--- config.mk ---
export PLATFORM = sky130hd
export DESIGN_NAME = bird_motion_ctrl
export DESIGN_NICKNAME = d
export VERILOG_FILES = /design/src/rtl/bird_motion_pkg.sv /design/src/rtl/bird_angle_map.sv /design/src/rtl/bird_motion_ctrl.sv
export SDC_FILE = /design/constraint.sdc
export NUM_CORES = 1
export LEC_CHECK = 0
export ABC_AREA = 0
export CAP_MARGIN = 15
export CORE_UTILIZATION = 40
export CTS_CLUSTER_DIAMETER = 60
export DETAILED_ROUTE_END_ITERATION = 12
export GPL_TIMING_DRIVEN = 0
export HOLD_SLACK_MARGIN = 0.06
export PLACE_DENSITY = 0.66
export SLEW_MARGIN = 10
export SYNTH_ARGS = -nofsm -noshare
export SYNTH_HDL_FRONTEND = slang
export SYNTH_HIERARCHICAL = 1
export SYNTH_SLANG_ARGS = --single-unit
--- constraint.sdc ---
create_clock -name clk -period 5.45 [get_ports clk]
set_input_delay 0.545 -clock clk [delete_from_list [all_inputs] [get_ports clk]]
set_output_delay 0.545 -clock clk [all_outputs]
set_load 0.03 [all_outputs]
--- src/rtl/bird_motion_pkg.sv ---
// bird_motion_pkg: shared state encoding and physics constants for the bird sprite engine.
package bird_motion_pkg;
    typedef enum logic [1:0] {
        IDLE      = 2'd0,
        FLY       = 2'd1,
        DEAD_FALL = 2'd2,
        GROUNDED  = 2'd3
    } state_t;
    localparam int                 FRAC_BITS    = 2;
    localparam logic        [8:0]  START_HEIGHT = 9'd200;
    localparam logic        [8:0]  GROUND_Y     = 9'd400;
    localparam logic signed [7:0]  GRAVITY      = 8'sd2;
    localparam logic signed [7:0]  FLAP_VEL     = -8'sd24;
    localparam logic signed [7:0]  MAX_FALL_VEL = 8'sd32;
    localparam logic        [3:0]  ANGLE_LEVEL  = 4'd5;
    localparam logic        [3:0]  ANGLE_MAX    = 4'd10;
endpackage

--- src/rtl/bird_angle_map.sv ---
// bird_angle_map: maps signed quarter-pixel velocity to a 0..10 sprite angle index.
module bird_angle_map
    import bird_motion_pkg::*;
(
    input  logic signed [7:0] i_vel,
    output logic        [3:0] o_angle
);
    logic signed [8:0] w_sum;
    logic signed [8:0] w_idx;
    always_comb begin
        w_sum   = {i_vel[7], i_vel} + 9'sd24;
        w_idx   = w_sum >>> FRAC_BITS;
        o_angle = (w_idx < 9'sd0) ? 4'd0 : (w_idx > 9'sd10) ? ANGLE_MAX : w_idx[3:0];
    end
endmodule

--- src/rtl/bird_motion_ctrl.sv ---
// bird_motion_ctrl: per-frame flap/gravity integrator with ceiling/ground clamps and
// idle/fly/dead-fall/grounded sequencing for the bird sprite.
module bird_motion_ctrl
    import bird_motion_pkg::*;
(
    input  logic       clk,
    input  logic       rst,
    input  logic       i_frame_tick,
    input  logic       i_flap,
    input  logic       i_collide,
    input  logic       i_restart,
    output logic [8:0] o_bird_height,
    output logic [3:0] o_bird_angle,
    output logic       o_bird_valid,
    output logic       o_bird_dead,
    output logic       o_ground_hit
);
    localparam logic        [10:0] START_POS = 11'(START_HEIGHT) << FRAC_BITS;
    localparam logic        [10:0] GROUND_POS = 11'(GROUND_Y) << FRAC_BITS;
    localparam logic signed [11:0] GROUND_S = 12'(GROUND_Y) << FRAC_BITS;

    state_t            r_state;
    logic       [10:0] r_pos;
    logic signed [7:0] r_vel;
    logic              r_flap_pending;

    state_t            w_state_n;
    logic       [10:0] w_pos_n;
    logic signed [7:0] w_vel_n;
    logic              w_fp_n;
    logic              w_hit_n;
    logic              w_moving;
    logic              w_hit_now;
    logic              w_fp_eff;
    logic signed [7:0] w_vel_in;
    logic signed [8:0] w_vinc;
    logic signed [7:0] w_vgrav;
    logic signed [7:0] w_vnew;
    logic signed [11:0] w_sum;
    logic        [3:0] w_map;
    logic        [3:0] w_angle_n;

    // A collision zeroes velocity before any same-cycle tick, so that tick is a pure dead-fall step.
    always_comb begin
        w_moving  = (r_state == FLY) || (r_state == DEAD_FALL);
        w_hit_now = (r_state == FLY) && i_collide;
        w_vel_in  = w_hit_now ? 8'sd0 : r_vel;
        w_fp_eff  = (r_state == FLY) && !i_collide && (r_flap_pending || i_flap);
        w_vinc    = {w_vel_in[7], w_vel_in} + {GRAVITY[7], GRAVITY};
        w_vgrav   = (w_vinc > 9'sd32) ? MAX_FALL_VEL : w_vinc[7:0];
        w_vnew    = w_fp_eff ? FLAP_VEL : w_vgrav;
        w_sum     = $signed({1'b0, r_pos}) + {{4{w_vnew[7]}}, w_vnew};
        w_state_n = r_state;
        w_pos_n   = r_pos;
        w_vel_n   = r_vel;
        w_fp_n    = r_flap_pending;
        w_hit_n   = 1'b0;
        if (i_restart) begin
            w_state_n = IDLE;
            w_pos_n   = START_POS;
            w_vel_n   = 8'sd0;
            w_fp_n    = 1'b0;
        end else if (r_state == IDLE) begin
            if (i_flap) begin
                w_state_n = FLY;
                w_fp_n    = 1'b1;
            end
        end else if (w_moving) begin
            if (w_hit_now) begin
                w_state_n = DEAD_FALL;
                w_vel_n   = 8'sd0;
                w_fp_n    = 1'b0;
            end else if (r_state == FLY && i_flap) begin
                w_fp_n = 1'b1;
            end
            if (i_frame_tick) begin
                w_fp_n = 1'b0;
                if (w_sum < 12'sd0) begin
                    w_pos_n = 11'd0;
                    w_vel_n = 8'sd0;
                end else if (w_sum >= GROUND_S) begin
                    w_pos_n   = GROUND_POS;
                    w_vel_n   = 8'sd0;
                    w_state_n = GROUNDED;
                    w_hit_n   = 1'b1;
                end else begin
                    w_pos_n = w_sum[10:0];
                    w_vel_n = w_vnew;
                end
            end
        end
        w_angle_n = (w_state_n == IDLE) ? ANGLE_LEVEL : (w_state_n == GROUNDED) ? ANGLE_MAX : w_map;
    end

    bird_angle_map u_angle_map (
        .i_vel   (w_vel_n),
        .o_angle (w_map)
    );

    always_ff @(posedge clk) begin
        if (rst) begin
            r_state        <= IDLE;
            r_pos          <= START_POS;
            r_vel          <= 8'sd0;
            r_flap_pending <= 1'b0;
            o_bird_angle   <= ANGLE_LEVEL;
            o_bird_valid   <= 1'b1;
            o_bird_dead    <= 1'b0;
            o_ground_hit   <= 1'b0;
        end else begin
            r_state        <= w_state_n;
            r_pos          <= w_pos_n;
            r_vel          <= w_vel_n;
            r_flap_pending <= w_fp_n;
            o_bird_angle   <= w_angle_n;
            o_bird_valid   <= 1'b1;
            o_bird_dead    <= (w_state_n == DEAD_FALL) || (w_state_n == GROUNDED);
            o_ground_hit   <= w_hit_n;
        end
    end

    assign o_bird_height = r_pos[10:FRAC_BITS];
endmodule
Yosys cells after proc, flatten, opt, wreduce, memory -nomap -nowiden:

Index checks and enable logic that the tools add are counted.

* latch bits: 0
* output and inout port bits: 16
* memory bits (writable): 0
* input bits: 6
* memories kept: 0
* logic and storage cells: 69
* memory bits (read-only): 0
* bits in registers: 28

* bitwise gates (word level): 3
* multiplexer cells: 29
* div/mod/pow operators: 0
* $mul: 0
* shift-type cells: 0
* order comparisons: 5
* equality and inequality tests: 5
* reduce and logical (&&, ||, !) cells: 17
* $add $sub $neg: 3

Operators with widths (number)
* 8-bit 2-to-1 mux: 9
* 11-bit 2-to-1 mux: 2
* 2-bit 2-to-1 mux: 8
* 11-bit by 12-bit adder with 12-bit output: 1
* 12-bit >= comparator (second input constant): 1
* 12-bit by 1-bit < comparator with 1-bit output (second input constant): 1
* 4-bit 2-to-1 mux: 3
* 8-bit by 3-bit adder with 9-bit output (second input constant): 1
* 8-bit by 6-bit adder with 9-bit output (second input constant): 1
* 9-bit by 7-bit greater-than comparator with 1-bit output (second input constant): 1
* 7-bit by 5-bit greater-than comparator with 1-bit output (second input constant): 1
* 7-bit by 1-bit < comparator with 1-bit output (second input constant): 1
* 1-bit 2-to-1 mux: 7
* 2-bit == test (second input constant): 3
* 3-bit AND reduction: 2
* 6-bit OR reduction: 1
* 1-bit logical AND: 4
* 2-bit zero test: 2
* 4-bit nonzero test: 1
* 2-bit OR reduction: 2
* 1-bit logical OR: 3
* 1-bit NOT: 3
* 2-bit by 1-bit == test with 1-bit output (second input constant): 1
* 2-bit != test (second input constant): 1
* other kinds (2): 2

Depth between registers and ports, before layout:

* depth in word-level cells: 20
* mapped depth: 29
* gate-level depth less buffers: 27

By module:

The synthesis kept the hierarchy.

Modules (own cells, without submodules)
* bird_motion_ctrl: area each 2528.7 µm², times used 1, cells each 306, seq. area each 560.5 µm²
* bird_angle_map: area each 176.4 µm², times used 1, cells each 25, seq. area each 0.0 µm²

Worst setup path after synthesis:

OpenSTA, ideal clock, no wires.

* path kind: input port to flip-flop
* from: input i_collide
* to: register o_bird_angle[0]
* setup time: 117 ps
* stages on the path: 25
* path slack: -283 ps
* data required time: 5333 ps
* buffers on the path: 2
* arrival: 5617 ps
* cell sequence: buf_2 > nand2_1 > and2_1 > ha_1 > and3_4 > mux2i_2 > a211oi_4 > a21o_1 > o21ai_0 > ha_1 > nand4_1 > nor3b_1 > nor2_1 > o211ai_1 > mux2_4 > or3_1 > a21oi_4 > a32o_1 > inv_1 > ha_1 > buf_2 > xnor2_1 > a2bb2oi_1 > nor3b_2 > o22a_1

* cells in the longest elaborated chain, start to end: 19
* elaborated cells between the ends (all ways): 34
* those cells by class: add/sub (3); order compare (5); eq/ne (1); mux (19); reduce/logical (6)

Ends and longest elaborated chain
* start, declared: RTL line bird_motion_ctrl.sv:10 `input logic i_collide,`
* 1-bit logical AND: RTL line bird_motion_ctrl.sv:46 `w_hit_now = (r_state == FLY) && i_collide;`
* 8-bit 2-to-1 mux: RTL line bird_motion_ctrl.sv:47, bird_motion_ctrl.sv:69
* 8-bit by 3-bit adder with 9-bit output: RTL line bird_motion_ctrl.sv:49 `w_vinc = {w_vel_in[7], w_vel_in} + {GRAVITY[7], GRAVITY};`
* 9-bit by 7-bit greater-than comparator with 1-bit output: RTL line bird_motion_ctrl.sv:50 `w_vgrav = (w_vinc > 9'sd32) ? MAX_FALL_VEL : w_vinc[7:0];`
* 8-bit 2-to-1 mux: RTL line bird_motion_ctrl.sv:50
* 8-bit 2-to-1 mux: RTL line bird_motion_ctrl.sv:51 `w_vnew = w_fp_eff ? FLAP_VEL : w_vgrav;`
* 11-bit by 12-bit adder with 12-bit output: RTL line bird_motion_ctrl.sv:52 `w_sum = $signed({1'b0, r_pos}) + {{4{w_vnew[7]}}, w_vnew};`
* 12-bit >= comparator: RTL line bird_motion_ctrl.sv:81 `end else if (w_sum >= GROUND_S) begin`
* [5 not listed]
* 8-bit 2-to-1 mux (*): RTL line bird_motion_ctrl.sv:58 `if (i_restart) begin`
* named net w_vel_n[3]: RTL line bird_motion_ctrl.sv:29 `logic signed [7:0] w_vel_n;`
* 8-bit by 6-bit adder with 9-bit output (*): RTL line bird_angle_map.sv:11 `w_sum = {i_vel[7], i_vel} + 9'sd24;`
* 7-bit by 5-bit greater-than comparator with 1-bit output: RTL line bird_angle_map.sv:13 `o_angle = (w_idx < 9'sd0) ? 4'd0 : (w_idx > 9'sd10) ? ANGLE_MAX : w_idx[3:0];`
* 4-bit 2-to-1 mux: RTL line bird_angle_map.sv:13
* 4-bit 2-to-1 mux (*): RTL line bird_angle_map.sv:13
* named net w_map[0]: RTL line bird_motion_ctrl.sv:40 `logic [3:0] w_map;`
* 4-bit 2-to-1 mux (*): RTL line bird_motion_ctrl.sv:92 `w_angle_n = (w_state_n == IDLE) ? ANGLE_LEVEL : (w_state_n == GROUNDED) ? ANGLE_MAX : w_map;`
* end signal, assigned: RTL line bird_motion_ctrl.sv:115 `o_bird_angle <= w_angle_n;`
* end, declared: RTL line bird_motion_ctrl.sv:13 `output logic [3:0] o_bird_angle,`

Mark *: on every way through the listed nets, which the timed path passes. The rest lies on a longest branch.
A chain may end at the register's enable or synchronous reset.

Worst setup path in the final report:

* from: input i_flap
* to: register o_bird_angle[0]

* cells in the longest elaborated chain, start to end: 16
* elaborated cells between the ends (all ways): 28
* those cells by class: add/sub (2); order compare (4); eq/ne (1); mux (17); reduce/logical (4)

Ends and longest elaborated chain
* start, declared: RTL line bird_motion_ctrl.sv:9 `input logic i_flap,`
* 1-bit logical OR (*): RTL line bird_motion_ctrl.sv:48 `w_fp_eff = (r_state == FLY) && !i_collide && (r_flap_pending || i_flap);`
* 1-bit logical AND (*): RTL line bird_motion_ctrl.sv:48
* 8-bit 2-to-1 mux (*): RTL line bird_motion_ctrl.sv:51
* 11-bit by 12-bit adder with 12-bit output: RTL line bird_motion_ctrl.sv:52
* 12-bit >= comparator: RTL line bird_motion_ctrl.sv:81
* 8-bit 2-to-1 mux: RTL line bird_motion_ctrl.sv:81
* 8-bit 2-to-1 mux (*): RTL line bird_motion_ctrl.sv:78 `if (w_sum < 12'sd0) begin`
* 8-bit 2-to-1 mux (*): RTL line bird_motion_ctrl.sv:76 `if (i_frame_tick) begin`
* [2 not listed]
* 8-bit 2-to-1 mux (*): RTL line bird_motion_ctrl.sv:58
* named net w_vel_n[4]: RTL line bird_motion_ctrl.sv:29
* 8-bit by 6-bit adder with 9-bit output (*): RTL line bird_angle_map.sv:11
* 7-bit by 5-bit greater-than comparator with 1-bit output: RTL line bird_angle_map.sv:13
* 4-bit 2-to-1 mux: RTL line bird_angle_map.sv:13
* 4-bit 2-to-1 mux (*): RTL line bird_angle_map.sv:13
* named net w_map[0]: RTL line bird_motion_ctrl.sv:40
* 4-bit 2-to-1 mux (*): RTL line bird_motion_ctrl.sv:92

Marks and branches as above.

==> impl_metrics.py <==
metrics = {
    "critical_path": {
        "critPathArrivalTime_ns": 5.65,
        "reg2reg_depth": 26,
        "regToRegSetupSlack_ns": 0.07,
        "rr_endpoint": "o_bird_angle[0]",
        "critPathKind": "in2reg",
        "timing.critical_path.required_ns": 5.67,
        "worstPathMaxFanout": 7,
        "timing.critical_path.to_type": "flip-flop",
        "critical_path.reg2reg.startpoint": "r_state[1]",
        "start_kind": "input pin",
    },
    "sta": {
        "tightestPinTransition_ns": 0.883,
        "finalWorstPathRequiredPeriod_ns": 5.43,
        "slew_headroom": 0.405,
        "holdWs_ns": 0.503,
        "final_hold_viol_count": 0,
        "clock-skew-final_ns": 0.00208,
        "report.final.setup_viol": 0,
        "maximum_clock_frequency_mhz": 184,
        "period_share": 0.996,
        "final_critical_path_setup_slack_ns": 0.0200,
        "timing.final.max_slew_violations": 0,
    },
    "clocking": {
        "clk_path_buf_depth": 2,
        "worstSkewPairLatency_ns": 0.27,
        "cts_hold_buf": 0,
        "cts.root.buffer_cell": "clkbuf_8",
        "tritoncts": "done",
        "cts-buffers-inserted": 3,
        "htree_num_levels": 1,
        "clock_pin_slew_on_the_worst_setup_and_hold_paths_ns": 0.09,
        "clock_sinks": 28,
    },
    "floorplanning": {
        "design.die.area_um2": 7050,
        "die_width_um": 84.0,
        "row_count": 29,
        "initial_utilization": 0.418,
        "placeableCoreArea_um2": 6420,
        "die-height_um": 84.0,
        "top_level_ports": 22,
    },
    "final_layout": {
        "insertedDiodeCount": 0,
        "finalNetCount": 404,
        "drive_gt1_frac": 0.343,
        "area_delta_synth_final_pct": 36.7,
    },
    "route": {
        "totalWireLength_um": 8210,
        "final_antenna_net_count": 0,
        "initialDrtViolationCount": 187,
        "via_per_inst": 6.03,
        "dr.pass1.iters": 4,
        "remaining_drc_errors": 0,
        "post_drt_wl_per_cell_um": 17.9,
        "vias": 2766,
    },
    "status": {
        "result_of_the_run": "complete, no violations",
    },
    "min_path": {
        "hold_path_depth": 2,
        "holdPathEnd": "r_pos[10]",
        "worst_hold_startpoint": "r_pos[10]",
        "min_path_type": "reg2reg",
    },
    "yosys": {
        "netlist_instances": 328,
        "syn_nets": 349,
        "yosysWarnings": 6,
        "synthesis.area_um2": 2690,
        "avgSynthCellArea_um2": 8.19,
    },
    "placed_design": {
        "port_buffers": 19,
        "dp_worst_setup_slack_ns": -0.721,
        "dp_hpwl_um": 5740,
        "place.gp.congestion": 0.842,
    },
    "global_routing": {
        "groute.usage.overall": 0.222,
        "grt_pass1_wl_um": 12600,
        "maximum_number_of_pins_on_one_net_before_global_route_repair": 16,
        "grt_antenna_before_repair": 0,
        "total_overflow_reported_by_the_global_router": 0,
        "number_of_global_route_vias_before_repair": 2502,
    },
    "power_and_ir_drop": {
        "max-vdd-ir-drop_mv": 0.114,
        "power-per-cell-area_nw_per_um2": 110,
        "power_leakage_nw": 1.39,
    },
    "run": {
        "maxCapViolCount": 0,
    },
}
worst max-delay path by stage:
| stage | startpoint | slack [ns] | end |
|---|---|---|---|
| global placement | r_state[1] | -0.67 | o_bird_angle[3] |
| finish | i_flap | 0.02 | o_bird_angle[0] |
| global route | r_state[1] | -0.14 | o_bird_angle[1] |
| detailed placement | r_state[1] | -0.72 | o_bird_angle[1] |
| floorplan | r_state[1] | 0.003 | o_bird_angle[3] |
| CTS | r_state[1] | 0.003 | o_bird_angle[3] |
area by class of cell:
cell class                 instances  area [um2]
sequential                        28         563
timing repair buffer              54         457
fill                             550        2750
clock buffer                       4        55.1
inverter                          13        51.3
multi-input combinational        263        2320
buffer                            20         130
tap                               77        96.3
critical path, cell delays in order:
cell	delay, ns
clkdlybuf4s50_1	0.60
nor2_1	0.10
or3b_1	0.51
o21ai_0	0.40
ha_1	0.40
o21a_1	0.21
o21ai_0	0.27
o311ai_2	0.21
a21o_1	0.21
a21oi_1	0.17
o21ai_2	0.14
xnor2_2	0.45
o21ai_4	0.15
o31ai_4	0.28
inv_2	0.09
ha_4	0.20
xnor2_2	0.14
a2bb2oi_2	0.17
nor3b_2	0.25
o22a_1	0.15
repair_timing:
item / 4_1_cts / 5_1_grt
endpoints found under the hold margin: 0 / 0
gates resized for setup: 42 / 24
pin swaps: 22 / 30
endpoints found under the setup margin: 4 / 4
setup buffers: 22 / 13
layout by cell type (no fill, tap or decap), types with 3 or more instances in the layout:
cell and instances:
xnor2_1 4, clkbuf_8 4, nor2b_1 3, clkbuf_1 4
a32o_1 11, nand3_1 5, nand2_1 28, and2_1 6
dfxtp_1 26, o21ai_0 12, inv_1 9, buf_4 46
a32o_2 3, ha_4 7, o21ai_1 4, a211oi_2 3
and3_1 3, o31ai_1 6, ha_1 7, o21a_1 3
a21oi_1 18, a211oi_1 3, xnor2_2 3, nor2_1 16
xor2_1 5, clkdlybuf4s50_1 19, a21oi_2 3, nand2b_1 4
nand4_1 3, nor3_1 6, inv_2 3, a21o_1 5
o211ai_1 5, o21ai_2 3
registers in the layout, summed over array words and instances, names as in the netlist:
name            count
o_bird_angle        4
o_bird_dead         1
o_ground_hit        1
r_flap_pending      1
r_pos              11
r_state             2
r_vel               8
power breakdown:
part / total [mW] / switching [mW] / internal (mW) / leakage, nW
Combinational: 0.0690 / 0.0421 / 0.0269 / 1.14
Clock: 0.128 / 0.0635 / 0.0647 / 0.0288
Sequential: 0.208 / 0.00144 / 0.206 / 0.227
metrics by stage:
stage	instance area (um2)	setup TNS, ns	cells	total power, mW	utilization
global placement	3040	-2.62	424	0.266	0.473
floorplan	2750	0	328	0.251	-
finish	3670	0	459	0.405	0.572
detailed placement	3040	-2.83	424	0.267	0.473
global route	3670	-0.389	459	0.420	0.572
CTS	3470	0	448	0.404	0.541
routing by layer:
layer / wire length, um / GRT usage / vias up
li1: - / - / 1344
met1: 3650 / 0.310 / 1324
met2: 4020 / 0.367 / 86
met3: 373 / 0.0188 / 12
met4: 163 / 0.0549 / 0
met5: 0 / 0 / -
Note: power is estimated with default switching activity, not from simulation.
